`src/rtl/trans_pkg.sv`:
```
// Transaction layout shared between the assembler and the downstream validator.
package trans_pkg;
  localparam int TRANS_W         = 128;
  localparam int WORD_W          = 32;
  localparam int SENDER_MSB      = 127;
  localparam int SENDER_LSB      = 80;
  localparam int RECEIVER_MSB    = 79;
  localparam int RECEIVER_LSB    = 32;
  localparam int AMOUNT_MSB      = 31;
  localparam int AMOUNT_LSB      = 10;
  localparam int BIT_BLOCK_START = 9;
  localparam int RSVD_MSB        = 8;

  typedef struct packed {
    logic [SENDER_MSB-SENDER_LSB:0]     sender;
    logic [RECEIVER_MSB-RECEIVER_LSB:0] receiver;
    logic [AMOUNT_MSB-AMOUNT_LSB:0]     amount;
    logic                               block_start;
    logic [RSVD_MSB:0]                  rsvd;
  } trans_t;
endpackage

```
`src/rtl/trans_assembler_if.sv`:
```
// Link-side word ingress plus validator-side valid/ack presentation.
interface trans_assembler_if #(parameter int FIFO_DEPTH = 4);
  import trans_pkg::*;
  localparam int LVL_W = $clog2(FIFO_DEPTH) + 1;

  logic [WORD_W-1:0]  word_i;
  logic               word_valid_i;
  logic               word_ready_o;
  logic               block_start_i;
  logic [TRANS_W-1:0] data_o;
  logic               valid_o;
  logic               ack_i;
  logic [LVL_W-1:0]   level_o;
  logic [15:0]        trans_count_o;

  modport master (
    output word_i, word_valid_i, block_start_i, ack_i,
    input  word_ready_o, data_o, valid_o, level_o, trans_count_o
  );
  modport slave (
    input  word_i, word_valid_i, block_start_i, ack_i,
    output word_ready_o, data_o, valid_o, level_o, trans_count_o
  );
endinterface

```
`src/rtl/trans_fifo.sv`:
```
// Synchronous FIFO; head is read straight out of the storage registers.
module trans_fifo #(
  parameter int W     = 128,
  parameter int DEPTH = 4,
  parameter int LVL_W = $clog2(DEPTH) + 1
) (
  input  logic             clk,
  input  logic             rst,
  input  logic             push,
  input  logic [W-1:0]     push_data,
  input  logic             pop,
  output logic [W-1:0]     head,
  output logic             full,
  output logic             empty,
  output logic [LVL_W-1:0] level
);
  localparam int AW = $clog2(DEPTH);

  logic [W-1:0]  mem [DEPTH];
  logic [AW-1:0] wr_ptr, rd_ptr;
  logic          do_push, do_pop;

  assign full    = (level == LVL_W'(DEPTH));
  assign empty   = (level == '0);
  assign do_push = push && !full;
  assign do_pop  = pop && !empty;
  assign head    = mem[rd_ptr];

  // Power-of-2 depth lets the pointers wrap naturally.
  always_ff @(posedge clk or posedge rst) begin
    if (rst) begin
      wr_ptr <= '0;
      rd_ptr <= '0;
      level  <= '0;
    end else begin
      if (do_push) wr_ptr <= wr_ptr + 1'b1;
      if (do_pop)  rd_ptr <= rd_ptr + 1'b1;
      case ({do_push, do_pop})
        2'b10:   level <= level + 1'b1;
        2'b01:   level <= level - 1'b1;
        default: level <= level;
      endcase
    end
  end

  always_ff @(posedge clk) begin
    if (do_push) mem[wr_ptr] <= push_data;
  end
endmodule

```
`src/rtl/trans_assembler.sv`:
```
// Packs four 32-bit link words into a 128-bit transaction, buffers it, and
// presents one transaction at a time to the validator under valid/ack.
module trans_assembler
  import trans_pkg::*;
#(
  parameter int FIFO_DEPTH = 4
) (
  input logic clk,
  input logic rst,
  trans_assembler_if.slave bus
);
  localparam int LVL_W = $clog2(FIFO_DEPTH) + 1;
  localparam logic [0:0] IDLE = 1'b0;
  localparam logic [0:0] SHOW = 1'b1;

  logic [1:0]           idx;
  logic [3*WORD_W-1:0]  asm_q;
  logic                 bs_q;
  logic [WORD_W-1:0]    last_w;
  logic                 accept, push, pop, full, empty, ready;
  logic [TRANS_W-1:0]   head;
  logic [LVL_W-1:0]     level;
  logic [0:0]           state;
  logic [TRANS_W-1:0]   data_q;
  logic                 valid_q;
  logic [15:0]          cnt_q;
  trans_t               shown;

  // Word 3 is only refused when its push would overflow the FIFO.
  assign ready  = (idx != 2'd3) || !full;
  assign accept = bus.word_valid_i && ready;
  assign push   = accept && (idx == 2'd3);
  assign pop    = (state == IDLE) && !empty;
  assign shown  = trans_t'(data_q);

  always_comb begin
    last_w = bus.word_i;
    last_w[BIT_BLOCK_START] = bs_q;
  end

  always_ff @(posedge clk or posedge rst) begin
    if (rst) begin
      idx   <= '0;
      asm_q <= '0;
      bs_q  <= 1'b0;
    end else if (accept) begin
      idx <= idx + 1'b1;
      case (idx)
        2'd0: begin
          asm_q[3*WORD_W-1 -: WORD_W] <= bus.word_i;
          bs_q                        <= bus.block_start_i;
        end
        2'd1:    asm_q[2*WORD_W-1 -: WORD_W] <= bus.word_i;
        2'd2:    asm_q[WORD_W-1:0]           <= bus.word_i;
        default: ;
      endcase
    end
  end

  trans_fifo #(.W(TRANS_W), .DEPTH(FIFO_DEPTH), .LVL_W(LVL_W)) u_fifo (
    .clk       (clk),
    .rst       (rst),
    .push      (push),
    .push_data ({asm_q, last_w}),
    .pop       (pop),
    .head      (head),
    .full      (full),
    .empty     (empty),
    .level     (level)
  );

  always_ff @(posedge clk or posedge rst) begin
    if (rst) begin
      state   <= IDLE;
      data_q  <= '0;
      valid_q <= 1'b0;
      cnt_q   <= '0;
    end else begin
      case (state)
        IDLE: if (!empty) begin
          data_q  <= head;
          valid_q <= 1'b1;
          state   <= SHOW;
        end
        default: if (bus.ack_i) begin
          valid_q <= 1'b0;
          state   <= IDLE;
          if (shown.block_start)    cnt_q <= 16'd1;
          else if (cnt_q != 16'hFFFF) cnt_q <= cnt_q + 16'd1;
        end
      endcase
    end
  end

  assign bus.word_ready_o  = ready;
  assign bus.data_o        = data_q;
  assign bus.valid_o       = valid_q;
  assign bus.level_o       = level;
  assign bus.trans_count_o = cnt_q;
endmodule

```
`src/flat_wrapper.sv`:
```
// flat-port wrapper written by rule: the top's interface ports become plain ports
module trans_assembler_flat import trans_pkg::*;
#(
  parameter int FIFO_DEPTH = 4
)
  (clk, rst, bus_word_i, bus_word_valid_i, bus_block_start_i, bus_ack_i, bus_word_ready_o, bus_data_o, bus_valid_o, bus_level_o, bus_trans_count_o);
  trans_assembler_if #(.FIFO_DEPTH(FIFO_DEPTH)) bus_i ();
  input logic clk;
  input logic rst;
  input wire logic [$bits(bus_i.word_i)-1:0] bus_word_i;
  input wire logic [$bits(bus_i.word_valid_i)-1:0] bus_word_valid_i;
  input wire logic [$bits(bus_i.block_start_i)-1:0] bus_block_start_i;
  input wire logic [$bits(bus_i.ack_i)-1:0] bus_ack_i;
  output wire logic [$bits(bus_i.word_ready_o)-1:0] bus_word_ready_o;
  output wire logic [$bits(bus_i.data_o)-1:0] bus_data_o;
  output wire logic [$bits(bus_i.valid_o)-1:0] bus_valid_o;
  output wire logic [$bits(bus_i.level_o)-1:0] bus_level_o;
  output wire logic [$bits(bus_i.trans_count_o)-1:0] bus_trans_count_o;
  assign bus_i.word_i = bus_word_i;
  assign bus_i.word_valid_i = bus_word_valid_i;
  assign bus_i.block_start_i = bus_block_start_i;
  assign bus_i.ack_i = bus_ack_i;
  assign bus_word_ready_o = bus_i.word_ready_o;
  assign bus_data_o = bus_i.data_o;
  assign bus_valid_o = bus_i.valid_o;
  assign bus_level_o = bus_i.level_o;
  assign bus_trans_count_o = bus_i.trans_count_o;
  trans_assembler #(.FIFO_DEPTH(FIFO_DEPTH)) u_core (.clk(clk), .rst(rst), .bus(bus_i));
endmodule
```
`config.mk`:
```
export PLATFORM = sky130hd
export DESIGN_NAME = trans_assembler_flat
export DESIGN_NICKNAME = d
export VERILOG_FILES = /design/src/rtl/trans_pkg.sv /design/src/rtl/trans_assembler_if.sv /design/src/rtl/trans_fifo.sv /design/src/rtl/trans_assembler.sv /design/src/flat_wrapper.sv
export SDC_FILE = /design/constraint.sdc
export NUM_CORES = 1
export LEC_CHECK = 0
export CORE_MARGIN = 2
export CORE_UTILIZATION = 35
export CTS_CLUSTER_DIAMETER = 30
export DETAILED_ROUTE_END_ITERATION = 7
export HOLD_SLACK_MARGIN = 0.08
export PLACE_DENSITY = 0.63
export RECOVER_POWER = 25
export SYNTH_ARGS = -nofsm -noshare
export SYNTH_HDL_FRONTEND = slang
export SYNTH_SLANG_ARGS = --single-unit
```
`constraint.sdc`:
```
create_clock -name clk -period 10.63 [get_ports clk]
set_input_delay 2.126 -clock clk [delete_from_list [all_inputs] [get_ports clk]]
set_output_delay 2.126 -clock clk [all_outputs]
set_load 0.02 [all_outputs]
```
==> reports/results.ini <==
[placement]
estimated_wirelength_of_the_detail_placed_design_mm = 32.46
place_inst = 2508
dpl-instance-area_mm2 = 0.03136
io_buffer_count = 185
detailedPlace.worstSlack_ps = 4978
finalWeightedCongestion = 0.7456

[clock_tree]
clock-sinks = 764
postCtsResizedCells = 0
hold_buffers = 0
tritoncts = done
post-cts-setup-buffer-count = 0
cts_buffers = 121
cts_buffer_depth = 3
clock-root-buffer = sky130_fd_sc_hd__clkbuf_16
clk_transition_reported_paths_ps = 50
worstSkewPairLatency_ps = 670
clock_tree.htree_level_count = 3

[detailed_routing]
routed_via_count = 13319
route.antenna.remaining_nets = 0
dr.pass1.iters = 4
routed_wire_length_per_instance_um = 21.24
drcViolationCount = 0
route.final.wire_length_mm = 58.18
vias_per_cell = 4.863
dr.first_iter.drc_count = 682

[worst_setup_path]
crit_slowest_cell = sky130_fd_sc_hd__and2_4
cp.arrival_ps = 5210
cp-end-kind = flop
start_kind = input pin
worst_r2r_startpoint = u_core.u_fifo.level[2]
critPathRequiredTime_ps = 10910
timing.setup.critical_path_class = in -> reg
path_max_fanout = 66
critical_path.startpoint = bus_word_valid_i
crit_path_cell_trace = clkdlybuf4s50_1 -> nand2_1 -> a21oi_1 -> and2_4 -> buf_4
critical-path-max-stage-delay_ps = 970

[cells_and_area]
finish.instance_area_mm2 = 0.03568
instances_no_fill = 2739
drive_above_1_share_pct = 35.68
finish.net_count = 1619
finish.utilization_pct = 44.29
flow.area_growth_from_synthesis_pct = 25.40
insertedDiodeCount = 0

[timing]
skew_ps = 23.87
tns_ps = 0
max_freq_mhz = 202.6
finalHoldViolCount = 0
setup_repair_after_global_routing_missed_its_margin = no
final.period_utilization_pct = 46.43
worst_slew_margin_relative_to_its_limit_pct = 23.03
setup_slack_ps = 5695
final_max_slew_viol_count = 0
finalSetupViolCount = 0
min_period_ps = 4935
finalHoldWorstSlack_ps = 499.7
tightestPinTransition_ps = 1150

[die]
area_of_the_die_mm2 = 0.08358
initial_core_utilization_pct = 35.32
rows = 104
die_height_um = 289.1
design.portCount = 186
die_w_um = 289.1
core_outline_area_mm2 = 0.08055

[synth]
synth_area_mm2 = 0.02845
synth_largest_area_cell = sky130_fd_sc_hd__edfxtp_1
most_instantiated_library_cell_after_synthesis = sky130_fd_sc_hd__edfxtp_1
synth_commonest_cells = sky130_fd_sc_hd__edfxtp_1, sky130_fd_sc_hd__dfrtp_1, sky130_fd_sc_hd__mux2_2, sky130_fd_sc_hd__mux4_2, sky130_fd_sc_hd__buf_6
post_synth_num_cell_types = 54
synth.ff_latch_count = 764
seq_area_frac_synth_pct = 76.21
synth_edf_count = 512
synth_ff_type = sky130_fd_sc_hd__edfxtp_1
synth-warning-count = 0
synthesis.instances = 1309
synth.area.top_cells = sky130_fd_sc_hd__edfxtp_1, sky130_fd_sc_hd__dfrtp_1, sky130_fd_sc_hd__mux4_2, sky130_fd_sc_hd__mux2_2, sky130_fd_sc_hd__buf_6
postSynthAreaPerCell_um2 = 21.73
ys_async_sr_fraction_pct = 32.98
synthDominantCellAreaShare_pct = 54.04
synthesis.nets = 1357

[pwr]
leakagePower_nw = 12.58
worst_ir_drop_vdd_v = 0.0001606
power.density_cell_area_mw_per_mm2 = 324.6
power.switching_fraction_pct = 29.00
power.share.combinational_pct = 24.8
clock_power_share_pct = 35.1
p_seq_share_pct = 40.1
post-layout-total-power_mw = 11.58
switching_power_total_mw = 3.359
cellInternalPower_mw = 8.221

[global_route]
grt_antenna_before_repair = 6
largest_net_degree_at_the_start_of_global_routing = 152
globalRouteOverflowTotal = 0
grtUsageTotal_pct = 14.04
first_global_vias = 14127
grt_pass1_wl_mm = 88.58

[run_status]
run_status = finished clean

[worst_hold_path]
min_from = u_core.asm_q[85]
min_path_type = reg -> reg

[flow_run]
maxCapViolCount = 0

## cell type report
| type | count | area (µm²) |
|---|---|---|
| clock inverters | 91 | 1132 |
| clock buffers | 140 | 3183 |
| multi-input cells | 474 | 6336 |
| flip-flops and latches | 764 | 21690 |
| repair buffers | 197 | 1954 |
| well taps | 1060 | 1326 |
| inverters | 13 | 56.30 |
| fillers | 6698 | 44870 |
## sequential cells by signal, summed over array words and instances (netlist names)
signal                    flops
u_core.u_fifo.mem           512
u_core.bus.data_o           128
u_core.asm_q                 96
u_core.bus.trans_count_o     16
u_core.u_fifo.level           3
u_core.idx                    2
u_core.u_fifo.rd_ptr          2
u_core.u_fifo.wr_ptr          2
u_core.bs_q                   1
u_core.bus.valid_o            1
u_core.state                  1
## metal layers
| metal | up-vias | part of all wire [%] | routed length (µm) | GRT usage, % |
|---|---|---|---|---|
| met5 | - | 0.086 | 50 | 0 |
| met4 | 8 | 1.8 | 1058 | 4.626 |
| met3 | 94 | 6.1 | 3570 | 3.843 |
| met2 | 311 | 48 | 27810 | 21.69 |
| met1 | 7090 | 44 | 25690 | 19.29 |
| li1 | 5816 | - | - | - |
## worst max-delay path: cells and delay by family
kind,cells,cell delay (ps)
AO/OA/AOI/OAI,1,490
buffers and inverters,2,1430
AND/OR/NAND/NOR,2,1040
## power groups by stage
stage	clock network, mW	logic, mW	registers, mW
after global routing	4.28	3.08	4.76
after floorplan	0	1.63	4.82
after detailed placement	0	2.93	4.71
final	4.07	2.87	4.65
after CTS	4.14	2.95	4.66
after global placement	0	2.90	4.65
## cells by family after synthesis
kind of cell,count (synthesis),synth area share [%]
mux,361,19.33
fa+ha+maj,11,0.5102
buf+inv,71,1.601
compound gates,32,0.9324
xor+xnor,7,0.2155
simple gates,63,1.205
flops,764,76.21
## layout by cell type, fill, tap and decap left out, types with 3 or more instances in the layout
cell type / instances
sky130_fd_sc_hd__o2bb2ai_1: 4
sky130_fd_sc_hd__clkinv_1: 7
sky130_fd_sc_hd__clkbuf_16: 124
sky130_fd_sc_hd__nand3_1: 5
sky130_fd_sc_hd__mux4_2: 128
sky130_fd_sc_hd__nor3_1: 4
sky130_fd_sc_hd__and2_4: 4
sky130_fd_sc_hd__dlygate4sd3_1: 8
sky130_fd_sc_hd__nand2_2: 3
sky130_fd_sc_hd__clkinv_2: 13
sky130_fd_sc_hd__clkbuf_1: 14
sky130_fd_sc_hd__dfrtp_1: 250
sky130_fd_sc_hd__clkinvlp_4: 15
sky130_fd_sc_hd__o21ai_0: 6
sky130_fd_sc_hd__ha_1: 10
sky130_fd_sc_hd__inv_6: 16
sky130_fd_sc_hd__bufinv_16: 18
sky130_fd_sc_hd__xor2_1: 3
sky130_fd_sc_hd__mux2i_1: 6
sky130_fd_sc_hd__a21oi_1: 6
sky130_fd_sc_hd__buf_4: 11
sky130_fd_sc_hd__mux2_2: 227
sky130_fd_sc_hd__inv_1: 12
sky130_fd_sc_hd__clkdlybuf4s50_1: 177
sky130_fd_sc_hd__nor2_1: 11
sky130_fd_sc_hd__nand2_1: 12
sky130_fd_sc_hd__nor4_1: 3
sky130_fd_sc_hd__xnor2_1: 4
sky130_fd_sc_hd__edfxtp_1: 512
sky130_fd_sc_hd__clkinv_4: 9
sky130_fd_sc_hd__inv_8: 11
## final timing paths
path                                        endpoint  slack (ps)  cells after the start
hold reg to reg            u_core.u_fifo.mem[1][117]         500                      0
max in group asynchronous      u_core.bus.data_o[64]        7040                      3
min in group asynchronous      u_core.bus.data_o[71]        2030                      2
setup reg to reg              u_core.u_fifo.level[2]        6490                     10
setup / recovery           u_core.u_fifo.mem[2][124]        5690                      5
hold / removal             u_core.u_fifo.mem[1][117]         500                      0
Power figures use the tool's default switching activity.
